## config.mk

```make
export PLATFORM = sky130hd
export DESIGN_NAME = sensor_uart_scheduler_flat
export DESIGN_NICKNAME = d
export VERILOG_FILES = /design/src/rtl/sensor_uart_pkg.sv /design/src/rtl/sensor_uart_scheduler_if.sv /design/src/rtl/uart_frame_pack.sv /design/src/rtl/sensor_uart_scheduler.sv /design/src/flat_wrapper.sv
export SDC_FILE = /design/constraint.sdc
export NUM_CORES = 1
export LEC_CHECK = 0
export CAP_MARGIN = 10
export CORE_AREA = 4 4 149 151
export CTS_BUF_LIST = sky130_fd_sc_hd__clkbuf_16
export CTS_CLUSTER_SIZE = 20
export DETAILED_ROUTE_END_ITERATION = 12
export DIE_AREA = 0 0 153 155
export GPL_ROUTABILITY_DRIVEN = 0
export RECOVER_POWER = 100
export SLEW_MARGIN = 20
export SYNTH_ARGS = -nofsm -noshare
export SYNTH_HDL_FRONTEND = slang
export SYNTH_HIERARCHICAL = 1
export SYNTH_SLANG_ARGS = --single-unit
```

## constraint.sdc

```tcl
create_clock -name i_CLK -period 5.13 [get_ports i_CLK]
set_clock_uncertainty 0.05 [all_clocks]
set_input_delay 0.513 -clock i_CLK [delete_from_list [all_inputs] [get_ports i_CLK]]
set_output_delay 0.513 -clock i_CLK [all_outputs]
set_load 0.1 [all_outputs]
```

## src/rtl/sensor_uart_pkg.sv

```systemverilog
// rtl/sensor_uart_pkg.sv - shared constants, frame layout and FSM states for the sensor UART scheduler
// Contents: SOF default, frame type codes, frame field bit positions, scheduler state enum,
//           checksum helper over the five header/payload bytes plus the overrun byte.
package sensor_uart_pkg;

   localparam logic [7:0] SOF_DEFAULT = 8'hA5;

   localparam logic [3:0] TYPE_ECG   = 4'h1;
   localparam logic [3:0] TYPE_TOUCH = 4'h2;

   localparam int FRAME_W     = 56;
   localparam int SOF_LSB     = 48;
   localparam int TYPE_LSB    = 44;
   localparam int SEQ_LSB     = 40;
   localparam int PAYLOAD_LSB = 16;
   localparam int OVR_LSB     = 8;
   localparam int CSUM_LSB    = 0;

   typedef enum logic [1:0] {
      IDLE  = 2'd0,
      GRANT = 2'd1,
      SEND  = 2'd2
   } state_t;

   // XOR of the six bytes that precede the checksum byte.
   function automatic logic [7:0] frame_checksum(input logic [FRAME_W-9:0] body);
      logic [7:0] acc;
      acc = 8'h00;
      for (int i = 0; i < 6; i++) begin
         acc = acc ^ body[i*8 +: 8];
      end
      return acc;
   endfunction

endpackage

```

## src/rtl/sensor_uart_scheduler_if.sv

```systemverilog
// rtl/sensor_uart_scheduler_if.sv - valid/ready frame stream towards uart_controller
// Signals: tx_data (56-bit frame), tx_valid (frame valid), tx_ready (consumer ready).
// Modports: master drives data/valid, slave drives ready.
interface sensor_uart_scheduler_if
   import sensor_uart_pkg::*;
   ();

   logic [FRAME_W-1:0] tx_data;
   logic               tx_valid;
   logic               tx_ready;

   modport master (output tx_data, output tx_valid, input tx_ready);
   modport slave  (input tx_data, input tx_valid, output tx_ready);

endinterface

```

## src/rtl/uart_frame_pack.sv

```systemverilog
// rtl/uart_frame_pack.sv - combinational 56-bit frame builder with XOR checksum
// Ports: frame_type (4), seq (4), payload (24), overrun (8) in; frame (56) out.
module uart_frame_pack
   import sensor_uart_pkg::*;
#(
   parameter logic [7:0] P_SOF = SOF_DEFAULT
) (
   input  logic [3:0]         frame_type,
   input  logic [3:0]         seq,
   input  logic [23:0]        payload,
   input  logic [7:0]         overrun,
   output logic [FRAME_W-1:0] frame
);

   logic [FRAME_W-1:0] body;

   always_comb begin
      body = '0;
      body[SOF_LSB +: 8]      = P_SOF;
      body[TYPE_LSB +: 4]     = frame_type;
      body[SEQ_LSB +: 4]      = seq;
      body[PAYLOAD_LSB +: 24] = payload;
      body[OVR_LSB +: 8]      = overrun;
   end

   assign frame = {body[FRAME_W-1:8], frame_checksum(body[FRAME_W-1:8])};

endmodule

```

## src/rtl/sensor_uart_scheduler.sv

```systemverilog
// rtl/sensor_uart_scheduler.sv - round-robin scheduler sharing the UART TX path between ECG and touch frames
// Ports: i_CLK/i_RSTN clock and async active-low reset; i_RUN streaming enable;
//        i_ECG_DATA/i_ECG_VALID/o_ECG_ACK ECG sample capture; i_TOUCH_STATUS touch level input;
//        tx frame stream (master); o_ECG_OVERRUN_CNT saturating discard count; o_BUSY activity flag.
module sensor_uart_scheduler
   import sensor_uart_pkg::*;
#(
   parameter int         P_HEARTBEAT_CYCLES = 2500000,
   parameter logic [7:0] P_SOF              = SOF_DEFAULT
) (
   input  logic                     i_CLK,
   input  logic                     i_RSTN,
   input  logic                     i_RUN,
   input  logic [23:0]              i_ECG_DATA,
   input  logic                     i_ECG_VALID,
   output logic                     o_ECG_ACK,
   input  logic [11:0]              i_TOUCH_STATUS,
   sensor_uart_scheduler_if.master  tx,
   output logic [7:0]               o_ECG_OVERRUN_CNT,
   output logic                     o_BUSY
);

   localparam int              HB_W    = $clog2(P_HEARTBEAT_CYCLES);
   localparam logic [HB_W-1:0] HB_LAST = HB_W'(P_HEARTBEAT_CYCLES - 1);

   state_t             state, state_nxt;
   logic               prev_valid;
   logic               rise;
   logic               ack_q;
   logic               ecg_pend;
   logic [23:0]        ecg_buf;
   logic               touch_pend;
   logic [11:0]        last_touch;
   logic [HB_W-1:0]    hb_cnt;
   logic               hb_hit;
   logic               touch_req;
   logic               rr_touch;     // 1: touch wins the next tie, 0: ECG wins
   logic [3:0]         seq;
   logic [7:0]         ovr_cnt;
   logic [FRAME_W-1:0] frame_q;
   logic [FRAME_W-1:0] frame_nxt;
   logic               grant_ecg;
   logic               grant_touch;
   logic               handshake;
   logic [3:0]         pack_type;
   logic [23:0]        pack_payload;

   assign rise      = i_ECG_VALID & ~prev_valid;
   assign hb_hit    = (hb_cnt == HB_LAST);
   assign touch_req = i_RUN & ((i_TOUCH_STATUS != last_touch) | hb_hit);
   assign handshake = (state == SEND) & tx.tx_ready;

   // Touch payload is sampled here, at grant time, so status changes while
   // pending collapse into a single frame.
   assign pack_type    = grant_touch ? TYPE_TOUCH : TYPE_ECG;
   assign pack_payload = grant_touch ? {12'h000, i_TOUCH_STATUS} : ecg_buf;

   uart_frame_pack #(
      .P_SOF (P_SOF)
   ) u_pack (
      .frame_type (pack_type),
      .seq        (seq),
      .payload    (pack_payload),
      .overrun    (ovr_cnt),
      .frame      (frame_nxt)
   );

   always_ff @(posedge i_CLK or negedge i_RSTN) begin
      if (!i_RSTN) begin
         state <= IDLE;
      end else begin
         state <= state_nxt;
      end
   end

   always_comb begin
      state_nxt   = state;
      grant_ecg   = 1'b0;
      grant_touch = 1'b0;
      case (state)
         IDLE: begin
            if (ecg_pend || touch_pend) begin
               state_nxt = GRANT;
            end
         end
         GRANT: begin
            if (ecg_pend && touch_pend) begin
               grant_touch = rr_touch;
               grant_ecg   = ~rr_touch;
            end else begin
               grant_touch = touch_pend;
               grant_ecg   = ecg_pend;
            end
            state_nxt = SEND;
         end
         SEND: begin
            if (handshake) begin
               state_nxt = IDLE;
            end
         end
         default: state_nxt = IDLE;
      endcase
   end

   always_ff @(posedge i_CLK or negedge i_RSTN) begin
      if (!i_RSTN) begin
         prev_valid <= 1'b0;
         ack_q      <= 1'b0;
         ecg_pend   <= 1'b0;
         ecg_buf    <= '0;
         touch_pend <= 1'b0;
         last_touch <= 12'h000;
         hb_cnt     <= '0;
         rr_touch   <= 1'b0;
         seq        <= 4'd0;
         ovr_cnt    <= 8'd0;
         frame_q    <= '0;
      end else begin
         prev_valid <= i_ECG_VALID;
         ack_q      <= rise;

         // A rise while the buffer is still full (including the grant cycle
         // that frees it) is discarded; only counted while running.
         if (rise && i_RUN) begin
            if (ecg_pend) begin
               if (ovr_cnt != 8'hFF) begin
                  ovr_cnt <= ovr_cnt + 8'd1;
               end
            end else begin
               ecg_buf  <= i_ECG_DATA;
               ecg_pend <= 1'b1;
            end
         end
         if (grant_ecg) begin
            ecg_pend <= 1'b0;
         end

         // Grant wins over a request in the same cycle: the request was
         // raised against the old last_touch, which the grant replaces.
         if (grant_touch) begin
            touch_pend <= 1'b0;
         end else if (touch_req) begin
            touch_pend <= 1'b1;
         end

         if (!i_RUN || hb_hit || grant_touch) begin
            hb_cnt <= '0;
         end else begin
            hb_cnt <= hb_cnt + HB_W'(1);
         end

         if (grant_ecg || grant_touch) begin
            frame_q  <= frame_nxt;
            rr_touch <= grant_ecg;
         end
         if (grant_touch) begin
            last_touch <= i_TOUCH_STATUS;
         end

         if (handshake) begin
            seq <= seq + 4'd1;
         end
      end
   end

   assign tx.tx_valid       = (state == SEND);
   assign tx.tx_data        = frame_q;
   assign o_ECG_ACK         = ack_q;
   assign o_ECG_OVERRUN_CNT = ovr_cnt;
   assign o_BUSY            = (state != IDLE) | ecg_pend | touch_pend;

endmodule

```

## src/flat_wrapper.sv

```systemverilog
// flat-port wrapper written by rule: the top's interface ports become plain ports
module sensor_uart_scheduler_flat import sensor_uart_pkg::*;
#(
   parameter int         P_HEARTBEAT_CYCLES = 2500000,
   parameter logic [7:0] P_SOF              = SOF_DEFAULT
)
  (i_CLK, i_RSTN, i_RUN, i_ECG_DATA, i_ECG_VALID, o_ECG_ACK, i_TOUCH_STATUS, o_ECG_OVERRUN_CNT, o_BUSY, tx_tx_data, tx_tx_valid, tx_tx_ready);
  sensor_uart_scheduler_if tx_i ();
  input  logic i_CLK;
  input  logic i_RSTN;
  input  logic i_RUN;
  input  logic [23:0] i_ECG_DATA;
  input  logic i_ECG_VALID;
  output logic o_ECG_ACK;
  input  logic [11:0] i_TOUCH_STATUS;
  output logic [7:0] o_ECG_OVERRUN_CNT;
  output logic o_BUSY;
  output wire logic [$bits(tx_i.tx_data)-1:0] tx_tx_data;
  output wire logic [$bits(tx_i.tx_valid)-1:0] tx_tx_valid;
  input wire logic [$bits(tx_i.tx_ready)-1:0] tx_tx_ready;
  assign tx_tx_data = tx_i.tx_data;
  assign tx_tx_valid = tx_i.tx_valid;
  assign tx_i.tx_ready = tx_tx_ready;
  sensor_uart_scheduler #(.P_HEARTBEAT_CYCLES(P_HEARTBEAT_CYCLES), .P_SOF(P_SOF)) u_core (.i_CLK(i_CLK), .i_RSTN(i_RSTN), .i_RUN(i_RUN), .i_ECG_DATA(i_ECG_DATA), .i_ECG_VALID(i_ECG_VALID), .o_ECG_ACK(o_ECG_ACK), .i_TOUCH_STATUS(i_TOUCH_STATUS), .tx(tx_i), .o_ECG_OVERRUN_CNT(o_ECG_OVERRUN_CNT), .o_BUSY(o_BUSY));
endmodule
```

; ---- Yosys cells after proc, flatten, opt, wreduce, memory -nomap -nowiden
; Cells that the tools add are included.
[op_classes]
addsub = 3
n_eq_ne = 7
n_mux = 14
n_bitwise = 14
reduce_logical = 14
[ops]
columns = cell, count
row1 = $mux W24, 1
row2 = $xor A8 B8 Y8, 3
row3 = $add A22 B1 Y22 const B, 1
row4 = $eq A22 B22 Y1 const B, 1
row5 = $mux W22, 1
row6 = $ne A12 B12 Y1, 1
row7 = $add A8 B1 Y8 const B, 1
row8 = $mux W1, 8
row9 = $ne A8 B8 Y1 const B, 1
row10 = $xor A8 B6 Y8, 1
row11 = $mux W2, 3
row12 = $pmux W2 S3, 1
row13 = $reduce_bool A2 Y1, 3
row14 = $add A4 B1 Y4 const B, 1
row15 = $logic_or A1 B1 Y1, 4
row16 = $ne A2 B1 Y1 const B, 2
row17 = $not A4 Y4, 1
row18 = $reduce_and A2 Y1, 2
row19 = $and A1 B1 Y1, 3
row20 = $not A1 Y1, 3
row21 = $or A1 B1 Y1, 3
row22 = $reduce_and A3 Y1, 1
row23 = $eq A2 B1 Y1 const B, 1
row24 = $eq A2 B2 Y1 const B, 1
row25 = 3 further kinds, 4
[totals]
register_bits = 126
in_bits = 41
out_inout_bits = 67
wordCells = 64

; ---- Longest topological paths before layout
[logic_depth]
word_depth = 9
depth_mapped = 9
depth_no_buf = 8

; ---- By module
; Netlist, hierarchy kept.
[by_module_without_submodules]
columns = module, instances, cells_each, area_per_inst_um2, seq_area_each_um2
row1 = sensor_uart_scheduler, 1, 462, 5672.9, 3328.2
row2 = uart_frame_pack, 1, 74, 688.2, 0.0

; ---- Least setup slack after synthesis
; OpenSTA, ideal clock, no wires.
[synth_path]
path_type = reg-to-reg
start = register u_core.state[0]
end = register u_core.seq[1]
setup_time_ns = 0.125
arrival_ns = 2.482
t_required_ns = 4.955
slack_ns = 2.473
stages_incl_launch_ff = 4
path_buffers = 0
synth_period_minus_slack_ns = 2.657
path_cell_list = dfrtp_1 -> nor2b_1 -> nand2_1 -> mux2_2
[synth_between]
elab_chain_cells = 2
[synth_rtl]
columns = item, line_no
row1 = start: declaration, sensor_uart_scheduler.sv:26  ; state_t state, state_nxt;
row2 = start signal: assignment, sensor_uart_scheduler.sv:72  ; state <= state_nxt;
row3 = $eq A2 B2 Y1, --
row4 = net tx_tx_valid, flat_wrapper.sv:19  ; output wire logic [$bits(tx_i.tx_valid)-1:0] tx_tx_valid;
row5 = $and A1 B1 Y1, sensor_uart_scheduler.sv:51  ; assign handshake = (state == SEND) & tx.tx_ready;
row6 = end signal: assignment, sensor_uart_scheduler.sv:161  ; seq <= seq + 4'd1;
row7 = end: declaration, sensor_uart_scheduler.sv:38  ; logic [3:0] seq;
; The timed path passes the listed nets, and every way through them passes these cells.
; A chain may end at the register's enable or synchronous reset.

; ---- Worst setup path after layout
[layout_path]
start = register u_core.state[1]
end = register u_core.frame_q[30], in the netlist u_core/tx.tx_data[30]
[layout_between]
elab_chain_cells = 3
word_cells_on_any_way = 5
classes_between = eq/ne: 1 / mux: 3 / reduce/logical: 1
[layout_rtl]
columns = item, line_no
row1 = $eq A2 B1 Y1 *, sensor_uart_scheduler.sv:80  ; case (state)
row2 = $mux W1, sensor_uart_scheduler.sv:80
row3 = $mux W24 / $logic_or A1 B1 Y1 (equally long branches), "sensor_uart_scheduler.sv:56, sensor_uart_scheduler.sv:152"
row4 = end signal: assignment, sensor_uart_scheduler.sv:153  ; frame_q <= frame_nxt;
row5 = end: declaration, sensor_uart_scheduler.sv:40  ; logic [FRAME_W-1:0] frame_q;
; Every way passes the cells marked *; elsewhere a longest branch is shown, timed or not.

==> out/metrics.yaml <==
outcome: "complete, but fails checks"
violations: "max-capacitance violations, max-slew violations"
first_iter_violations: 206
cts_setup_buffers: 0
cp_max_fo: 56
final_area_mm2: 0.007938
clkTransAtPathRegs_ns: 0.06
slew-limit-headroom_pct: -120.5
final_cell_mix: "dfrtp_1, mux2_2, nand2_1"
worstMarginPinSlew_ns: 3.308
dieArea_mm2: 0.02372
syn-cell-area_mm2: 0.006361
worstSkewPairLatency_ns: 0.41
r2r-start: "u_core/state[1]$_DFFE_PN0P_"
worst_setup_path_end_kind: "register"
avgViaCountPerCell: 4.473
yosysTopAreaCell: "dfrtp_1"
drive_above_1_share_pct: 19.74
yosysTopAreaCellShare_pct: 52.32
cts_max_path_buffers: 2
grt_max_degree: 80
criticalPathCategory: "reg2reg"
dr.pass1.iters: 4
cts_hold_buffers: 0
avgSynthCellArea_um2: 11.87
hold_viol: 0
slew_violations: 113
use_met1_pct: 17.90
mostFrequentLayoutCell: "dfrtp_1"
cp.required_ns: 5.36
synth_seq_cells: 133
diodes: 0
core_mm2: 0.02082
portBuffers: 107
use_met2_pct: 19.92
setup_viol: 0
yosysSeqAreaShare_pct: 52.32
use_met3_pct: 3.922
ys_types: 44
synth_flop_cell: "dfrtp_1"
crit_arrival_ns: 4.02
cts_tree: "built"
worst_r2r_endpoint: "u_core/tx.tx_data[30]$_DFFE_PN0P_"
post_cts_resized: 0
area_delta_synth_final_pct: 24.78
antenna_left: 0
fmax_mhz: 263.8
grt-ovfl-total: 0
fp.dieH_um: 155
rsz0062_at_grt: "no"
fin_crit_ns: 3.790
num_io_pins: 108
grt_pass1_vias: 4283
die_x_um: 153
worst-r2r-setup-slack_ns: 1.34
numCtsBuffers: 17
row_count: 53
finalSetupTns_ns: 0
maxCapViolCount: 2
cts_sinks: 133
layout.nets: 654
synth_enable_flop_cells: 0
initial_core_util_pct: 30.55
filler_cell_count: 2032
cts.htree.levels: 4
wire_per_inst_um: 16.66
worstHoldPathType: "in2async"
dpl_cell_area_mm2: 0.007412
track_usage_pct: 13.01
drc: 0
r2r_cells: 4
antenna_found_initial: 0
instances_no_fill: 898
finalCritPeriodShare_pct: 73.88
routed_wl_um: 14960
dpl.cell_count: 866
ys.warnings.count: 6
async_reset_ff_share_pct: 100.0
grt.busiest_layer: "met2"
start_kind: "register"
cts-root-buf: "clkbuf_16"
fin_util_pct: 38.12
vias: 4017
dpl.hpwl_um: 10710
synth_area_leaders: "dfrtp_1, mux2_2, buf_4"
grt_pass1_wl_um: 24210
synthesis.instances: 536
==> synthesized netlist by cell type, types with 5 or more instances <==
cell and n:
nand2_1 73, nor2_1 21, dfrtp_1 133, and2_1 16, buf_2 10, buf_4 48
xnor3_1 8, or3_1 5, o21ai_0 7, clkbuf_1 6, inv_1 5, xor2_1 27
mux2_2 82, nand4_1 8, a21oi_1 9, xnor2_1 21, nand3_1 9
==> how the worst max path moves through the flow <==
stage / startpoint / end / slack (ns) / cells after the start
finish: u_core/state[1]$_DFFE_PN0P_ / u_core/tx.tx_data[30]$_DFFE_PN0P_ / 1.34 / 4
global route: i_RSTN / u_core/tx.tx_data[26]$_DFFE_PN0P_ / 0.87 / 2
CTS: u_core/state[0]$_DFFE_PN0P_ / u_core/tx.tx_data[4]$_DFFE_PN0P_ / 1.71 / 8
detailed placement: u_core/state[0]$_DFFE_PN0P_ / u_core/tx.tx_data[4]$_DFFE_PN0P_ / 1.73 / 8
global placement: u_core/state[0]$_DFFE_PN0P_ / u_core/tx.tx_data[4]$_DFFE_PN0P_ / 1.81 / 8
floorplan: u_core/state[0]$_DFFE_PN0P_ / u_core/seq[1]$_DFFE_PN0P_ / 2.47 / 3
==> through the flow <==
step                setup slack [ns]  hold WS [ns]
CTS                            1.711        0.1312
finish                         1.340       0.09775
global placement               1.812        0.3828
floorplan                      2.473        0.1674
global route                  0.8677        0.1626
detailed placement             1.735        0.3686
==> cells by family (layout without fill, tap and decap cells) <==
family | Yosys count | count (layout) | synth area share (%)
flops | 133 | 133 | 52.32
simple gates | 161 | 161 | 12.77
buf+inv | 70 | 148 | 7.278
xor+xnor | 56 | 56 | 9.441
other cells | 3 | 12 | 0.1770
mux | 83 | 83 | 14.67
fa+ha+maj | 3 | 3 | 0.5901
compound gates | 27 | 27 | 2.754
==> worst max-delay path, cell delays in order (launching register included) <==
cell,delay (ns)
dfrtp_1,0.41
nand2b_1,0.23
nor2_4,0.13
clkbuf_1,2.32
mux2_2,0.49
==> flip-flops by register name (all words and copies together), names as in the netlist, 2 cells and up <==
register	count
u_core/seq	4
u_core/state	2
u_core/last_touch	12
u_core/o_ECG_OVERRUN_CNT	8
u_core/tx.tx_data	56
u_core/ecg_buf	24
u_core/hb_cnt	22
==> cell type report <==
type / instances / area [um^2] / area share, %
Timing Repair Buffer: 111 / 1087 / 13.70
Sequential cell: 133 / 3328 / 41.93
Multi-Input combinational cell: 342 / 2610 / 32.88
Inverter: 5 / 18.77 / 0.2364
Clock buffer: 17 / 425.4 / 5.359
Clock inverter: 15 / 123.9 / 1.561
Tap cell: 275 / 344.1 / 4.335
==> metal layers <==
metal  vias up  part of all wire (%)
met5         -                     0
li1       1918                     -
met4         0                   1.6
met2        92                    46
met3        13                   4.6
met1      1994                    47
Power is not shown: default switching activity piles up to over one toggle a cycle in this logic, so the estimate is an artifact.
